--- src/rtl/serial_addsub_pkg.sv ---
// Shared definitions for the digit-serial adder/subtractor: FSM states,
// mode encodings, default word geometry and the digit-counter width helper.
package serial_addsub_pkg;

   typedef enum logic {
      IDLE = 1'b0,
      RUN  = 1'b1
   } state_t;

   localparam logic MODE_ADD = 1'b0;
   localparam logic MODE_SUB = 1'b1;

   localparam int DEF_DIGIT_W = 1;
   localparam int DEF_WORD_W  = 8;

   // Width of a counter indexing n digits (n >= 2, so never below one bit).
   function automatic int cnt_width(input int n);
      return (n <= 2) ? 1 : $clog2(n);
   endfunction

endpackage

--- src/rtl/serial_addsub_digit_adder.sv ---
// Combinational DIGIT_W-bit ripple adder with carry-in; also exposes the carry
// into the MSB so the parent can derive signed overflow.
module serial_addsub_digit_adder #(
   parameter int W = 1
) (
   input  logic [W-1:0] a,
   input  logic [W-1:0] b,
   input  logic         cin,
   output logic [W-1:0] sum,
   output logic         cout,
   output logic         msb_cin
);

   logic [W:0] carry;

   always_comb begin
      carry    = '0;
      sum      = '0;
      carry[0] = cin;
      for (int i = 0; i < W; i++) begin
         sum[i]       = a[i] ^ b[i] ^ carry[i];
         carry[i+1]   = (a[i] & b[i]) | (carry[i] & (a[i] ^ b[i]));
      end
   end

   assign cout    = carry[W];
   assign msb_cin = carry[W-1];

endmodule

--- src/rtl/serial_addsub.sv ---
// Digit-serial adder/subtractor with start/last word framing, LSD first.
// Optional signed-overflow flag enabled by defining SERIAL_ADDSUB_OVF_EN.
module serial_addsub
   import serial_addsub_pkg::*;
#(
   parameter int DIGIT_W = DEF_DIGIT_W,
   parameter int WORD_W  = DEF_WORD_W
) (
   input  logic               clk,
   input  logic               rst,
   input  logic               start,
   input  logic               sub,
   input  logic [DIGIT_W-1:0] x,
   input  logic [DIGIT_W-1:0] y,
   output logic [DIGIT_W-1:0] s,
   output logic               s_valid,
   output logic               s_last,
   output logic               busy,
   output logic               carry_out,
   output logic               ovf
);

   localparam int               N        = WORD_W / DIGIT_W;
   localparam int               CNT_W    = cnt_width(N);
   localparam logic [CNT_W-1:0] LAST_IDX = CNT_W'(N - 1);

   state_t             state, state_nxt;
   logic [CNT_W-1:0]   cnt, cnt_nxt;
   logic               mode_r, c_reg;
   logic               accept, take, last_digit, mode_eff, c_in;
   logic [DIGIT_W-1:0] y_eff, sum;
   logic               c_next, msb_cin;

   // NOTE: sequential state uses non-blocking assignments so every register
   // samples pre-edge values regardless of block ordering.
   always_ff @(posedge clk or posedge rst) begin
      if (rst) state <= IDLE;
      else     state <= state_nxt;
   end

   // NOTE: every output of this block gets a default first so no latch is inferred.
   always_comb begin
      state_nxt  = state;
      cnt_nxt    = cnt;
      accept     = 1'b0;
      take       = 1'b0;
      last_digit = 1'b0;
      mode_eff   = mode_r;
      c_in       = c_reg;
      case (state)
         IDLE: begin
            if (start) begin
               // Digit 0 uses the live sub as both mode and carry-in.
               accept    = 1'b1;
               take      = 1'b1;
               mode_eff  = sub;
               c_in      = sub;
               cnt_nxt   = CNT_W'(1);
               state_nxt = RUN;
            end
         end
         RUN: begin
            take    = 1'b1;
            cnt_nxt = cnt + CNT_W'(1);
            if (cnt == LAST_IDX) begin
               last_digit = 1'b1;
               state_nxt  = IDLE;
            end
         end
         default: state_nxt = IDLE;
      endcase
      y_eff = (mode_eff == MODE_SUB) ? ~y : y;
   end

   serial_addsub_digit_adder #(.W(DIGIT_W)) u_adder (
      .a       (x),
      .b       (y_eff),
      .cin     (c_in),
      .sum     (sum),
      .cout    (c_next),
      .msb_cin (msb_cin)
   );

   always_ff @(posedge clk or posedge rst) begin
      if (rst) begin
         cnt       <= '0;
         mode_r    <= MODE_ADD;
         c_reg     <= 1'b0;
         s         <= '0;
         s_valid   <= 1'b0;
         s_last    <= 1'b0;
         carry_out <= 1'b0;
      end else begin
         cnt     <= cnt_nxt;
         s_valid <= take;
         s_last  <= last_digit;
         if (accept)     mode_r    <= sub;
         if (take) begin
            s     <= sum;
            c_reg <= c_next;
         end
         if (last_digit) carry_out <= c_next;
      end
   end

   assign busy = (state == RUN);

`ifdef SERIAL_ADDSUB_OVF_EN
   logic ovf_r;

   always_ff @(posedge clk or posedge rst) begin
      if (rst)             ovf_r <= 1'b0;
      else if (last_digit) ovf_r <= msb_cin ^ c_next;
   end

   assign ovf = ovf_r;
`else
   logic unused_msb_cin;

   assign unused_msb_cin = msb_cin;
   assign ovf            = 1'b0;
`endif

endmodule

--- config.mk ---
export PLATFORM = sky130hd
export DESIGN_NAME = serial_addsub
export DESIGN_NICKNAME = d
export VERILOG_FILES = /design/src/rtl/serial_addsub_pkg.sv /design/src/rtl/serial_addsub_digit_adder.sv /design/src/rtl/serial_addsub.sv
export SDC_FILE = /design/constraint.sdc
export NUM_CORES = 1
export LEC_CHECK = 0
export CORE_AREA = 2 2 39 41
export CTS_CLUSTER_SIZE = 30
export DETAILED_ROUTE_END_ITERATION = 7
export DIE_AREA = 0 0 41 43
export PLACE_DENSITY = 0.72
export SYNTH_ARGS = -nofsm -noshare
export SYNTH_HDL_FRONTEND = slang
export SYNTH_HIERARCHICAL = 1
export SYNTH_SLANG_ARGS = --single-unit
--- constraint.sdc ---
create_clock -name clk -period 2.3 [get_ports clk]
set_input_delay 0.46 -clock clk [delete_from_list [all_inputs] [get_ports clk]]
set_output_delay 0.46 -clock clk [all_outputs]
set_load 0.01 [all_outputs]
== Word level (Yosys, flattened, before mapping) ==
Index checks and enable logic that the tools add are counted.

* Muxes and demuxes: 14
* Bitwise logic cells: 7
* $add $sub $neg: 1
* Equal/unequal tests: 2

{| class="wikitable"
|+ Operator list
! cell !! count
|-
| $mux W1 || 10
|-
| $pmux W3 S2 || 1
|-
| $pmux W1 S2 || 2
|-
| $add A3 B1 Y3 const B || 1
|-
| $eq A3 B3 Y1 const B || 1
|-
| $mux W3 || 1
|-
| $and A1 B1 Y1 || 2
|-
| $ne A2 B2 Y1 const B || 1
|-
| $not A1 Y1 || 2
|-
| $xor A1 B1 Y1 || 2
|-
| $or A1 B1 Y1 || 1
|}

* Output and inout port bits: 6
* Input port bits: 6
* Flip-flop bits (word level): 10
* Word-level logic and storage cells: 32

== Depth between registers and ports, before layout ==
* Depth in word-level cells: 6
* Gate-level depth with buffers: 6
* Gate-level depth less buffers: 5

== Modules after synthesis ==
Netlist, hierarchy kept.

{| class="wikitable"
|+ Modules (own cells, without submodules)
! module !! sequential area each (µm²) !! cells each !! area each (µm²) !! instances
|-
| serial_addsub || 250.2 || 37 || 461.7 || 1
|-
| serial_addsub_digit_adder || 0.0 || 2 || 27.5 || 1
|}

== Least setup slack after synthesis ==
Ideal clock, no wire load.

* Kind: reg2reg
* Start: register state (netlist: busy)
* End: register s
* Clock period less this slack: 1821 ps
* Setup time: 128 ps
* Buffers on the path: 1
* Arrival time: 1694 ps
* Path slack: 479 ps
* Stages on the path, launching flop included: 7
* Data required time: 2172 ps
* Path through: dfrtp_1 buf_6 nand3b_1 a21boi_4 xnor2_2 fa_1 mux2_1

* Longest elaborated chain between the ends: 4
* Elaborated cells between the ends (all ways): 7
* Those cells by class: 4 x mux; 3 x bitwise

{| class="wikitable"
|+ RTL lines
! element !! RTL line !! RTL
|-
| from (decl) || serial_addsub.sv:27 || <nowiki>state_t state, state_nxt;</nowiki>
|-
| from (signal assigned) || serial_addsub.sv:38 || <nowiki>else state <= state_nxt;</nowiki>
|-
| $mux W1 || serial_addsub.sv:50 || <nowiki>case (state)</nowiki>
|-
| $mux W1 || serial_addsub.sv:72 || <nowiki>y_eff = (mode_eff == MODE_SUB) ? ~y : y;</nowiki>
|-
| via y_eff || serial_addsub.sv:31 || <nowiki>logic [DIGIT_W-1:0] y_eff, sum;</nowiki>
|-
| $xor A1 B1 Y1 (2 in series) || serial_addsub_digit_adder.sv:21 || <nowiki>sum[i] = a[i] ^ b[i] ^ carry[i];</nowiki>
|-
| via sum || serial_addsub.sv:31 ||
|-
| to (signal assigned) || serial_addsub.sv:99 || <nowiki>s <= sum;</nowiki>
|-
| to (decl) || serial_addsub.sv:15 || <nowiki>output logic [DIGIT_W-1:0] s,</nowiki>
|}

The timed path passes the listed nets, and every way through them passes these cells.
A chain may end at the register's enable or synchronous reset.

== Worst setup path after layout ==
* Start: input start
* End: register s

* Longest elaborated chain between the ends: 5
* Elaborated cells between the ends (all ways): 9
* Those cells by class: 7 x mux; 2 x bitwise

{| class="wikitable"
|+ RTL lines
! element !! RTL line !! RTL
|-
| from (decl) || serial_addsub.sv:11 || <nowiki>input logic start,</nowiki>
|-
| $mux W1 || serial_addsub.sv:52 || <nowiki>if (start) begin</nowiki>
|-
| $mux W1 || serial_addsub.sv:50 ||
|-
| $mux W1 || serial_addsub.sv:72 ||
|-
| via y_eff || serial_addsub.sv:31 ||
|-
| $xor A1 B1 Y1 (2 in series) || serial_addsub_digit_adder.sv:21 ||
|-
| via sum || serial_addsub.sv:31 ||
|}

The timed path passes the listed nets, and every way through them passes these cells.

==> qor.csv <==
metric,value,unit
Netlist Area Pre-Place,482,um2
family with the most delay on the worst path,buffers and inverters,
"Core Util, Final",0.458,
"commonest non-fill, non-tap cells in the layout","dfrtp_1, clkdlybuf4s50_1, inv_1, nand2_1",
count of pins over their slew limit,0,
"Hold-fix buffers, CTS",0,
TritonCTS Buffers,3,
CORE AREA,1380,um2
"Req. time, crit path",2.46,ns
syn nets,47,
Final setup viols,0,
Setup Skew,0.000519,ns
die width,41,um
"Avg Cell Area, Syn",12.7,um2
DRC,0,
vias in the first global route,346,
IO Count,12,
max-cap violation count,0,
fin nets,62,
num rows,14,
outcome,"complete, no violations",
Max H-tree Level,1,
dpl hpwl,628,um
CP Max Fanout,3,
final hold violations,0,
crit path DAT,2.19,ns
area of placed instances,598,um2
PwrDens,1260,nW/um2
Initial Util,0.348,
clk sinks,10,
Area Overhead vs Synth,31.7,%
DIE AREA,1760,um2
leakage,0.307,nW
CTS max path bufs,2,
CTS tree,built,
Total GRT Usage,0.124,
"Most flops, register",cnt,
PortBufs,10,
first-pass GRT wire length,1350,um
"Cell Chain, Critical Path","clkdlybuf4s50_1, nand3b_1, a21boi_4, xnor2_2, fa_1, mux2_1",
CP Class,input pin to flip-flop,
worst hold slack,0.457,ns
YS warnings,6,
final worst-path cycle share,0.885,
DRT iter0 DRCs,1,
fmax,0.491,GHz
post_cts resized,0,
Syn Inst Count,38,
FF-to-FF path depth,5,
GRT overflow,0,
Final min period,2.04,ns
Crit path depth,6,
Chip Height,43,um
routed wire length,783,um
Worst Hold Class,input pin to asynchronous set/reset pin,
# fillers,137,
DR WL/cell,11.5,um
postcts setup bufs,0,
Crit. End Element,flip-flop,
type of origin of the critical path,input pin,
vias per cell,4.68,
Largest register FFs,3,
"Clk Latency, worst-skew pair",0.27,ns
CP peak stage delay,0.56,ns
RSZ-0062 raised after global routing,no,
Crit-path slowest cell,clkdlybuf4s50_1,
final instance area,634,um2
1st-pass router iterations,2,
# diodes,0,
DR vias,318,
GPL Wtd Cong,0.696,
Worst VDD drop,0.000457,V
Root Driver,clkbuf_4,
share of layout cells above drive strength 1,0.212,
final antenna-violating net count,0,
initial antenna violation count,0,
largest net degree at the start of global routing,11,
clk slew on worst S/H paths,0.07,ns
total power,0.798,mW
CP bufs+invs,1,
==> final timing paths <==
path                       slack [ns]  startpoint        end
setup / recovery                 0.26       start          s
hold / removal                   0.46         rst     cnt[2]
setup reg to reg                 0.56        busy          s
hold reg to reg                  0.48      cnt[0]     cnt[0]
max in group asynchronous        1.58         rst  carry_out
min in group clk                 0.48      cnt[0]     cnt[0]
==> layout make-up <==
cell class	instances	area [um2]	area share
sequential	10	250	0.394
multi-input combinational	22	198	0.312
timing repair buffer	12	115	0.181
clock buffer	4	36.3	0.0572
tap	16	20.0	0.0316
inverter	4	15.0	0.0237
==> metal layers <==
metal	vias to the layer above	track usage	part of all wire
li1	150	-	-
met1	151	0.114	0.39
met2	12	0.191	0.51
met3	5	0.0471	0.052
met4	0	0.120	0.054
met5	-	0	0
==> where the power goes <==
group          internal [mW]  switching [mW]
combinational          0.195           0.143
clock                 0.0963          0.0648
sequential             0.256          0.0437
==> through the flow <==
step / setup WS [ns] / std cells / setup TNS (ns)
2_1_floorplan: 0.479 / 38 / 0
3_3_place_gp: 0.0126 / 64 / 0
3_5_place_dp: -0.0290 / 64 / -0.0635
4_1_cts: 0.254 / 68 / 0
5_1_grt: 0.208 / 68 / 0
6_report: 0.264 / 68 / 0
Power figures use the tool's default switching activity.
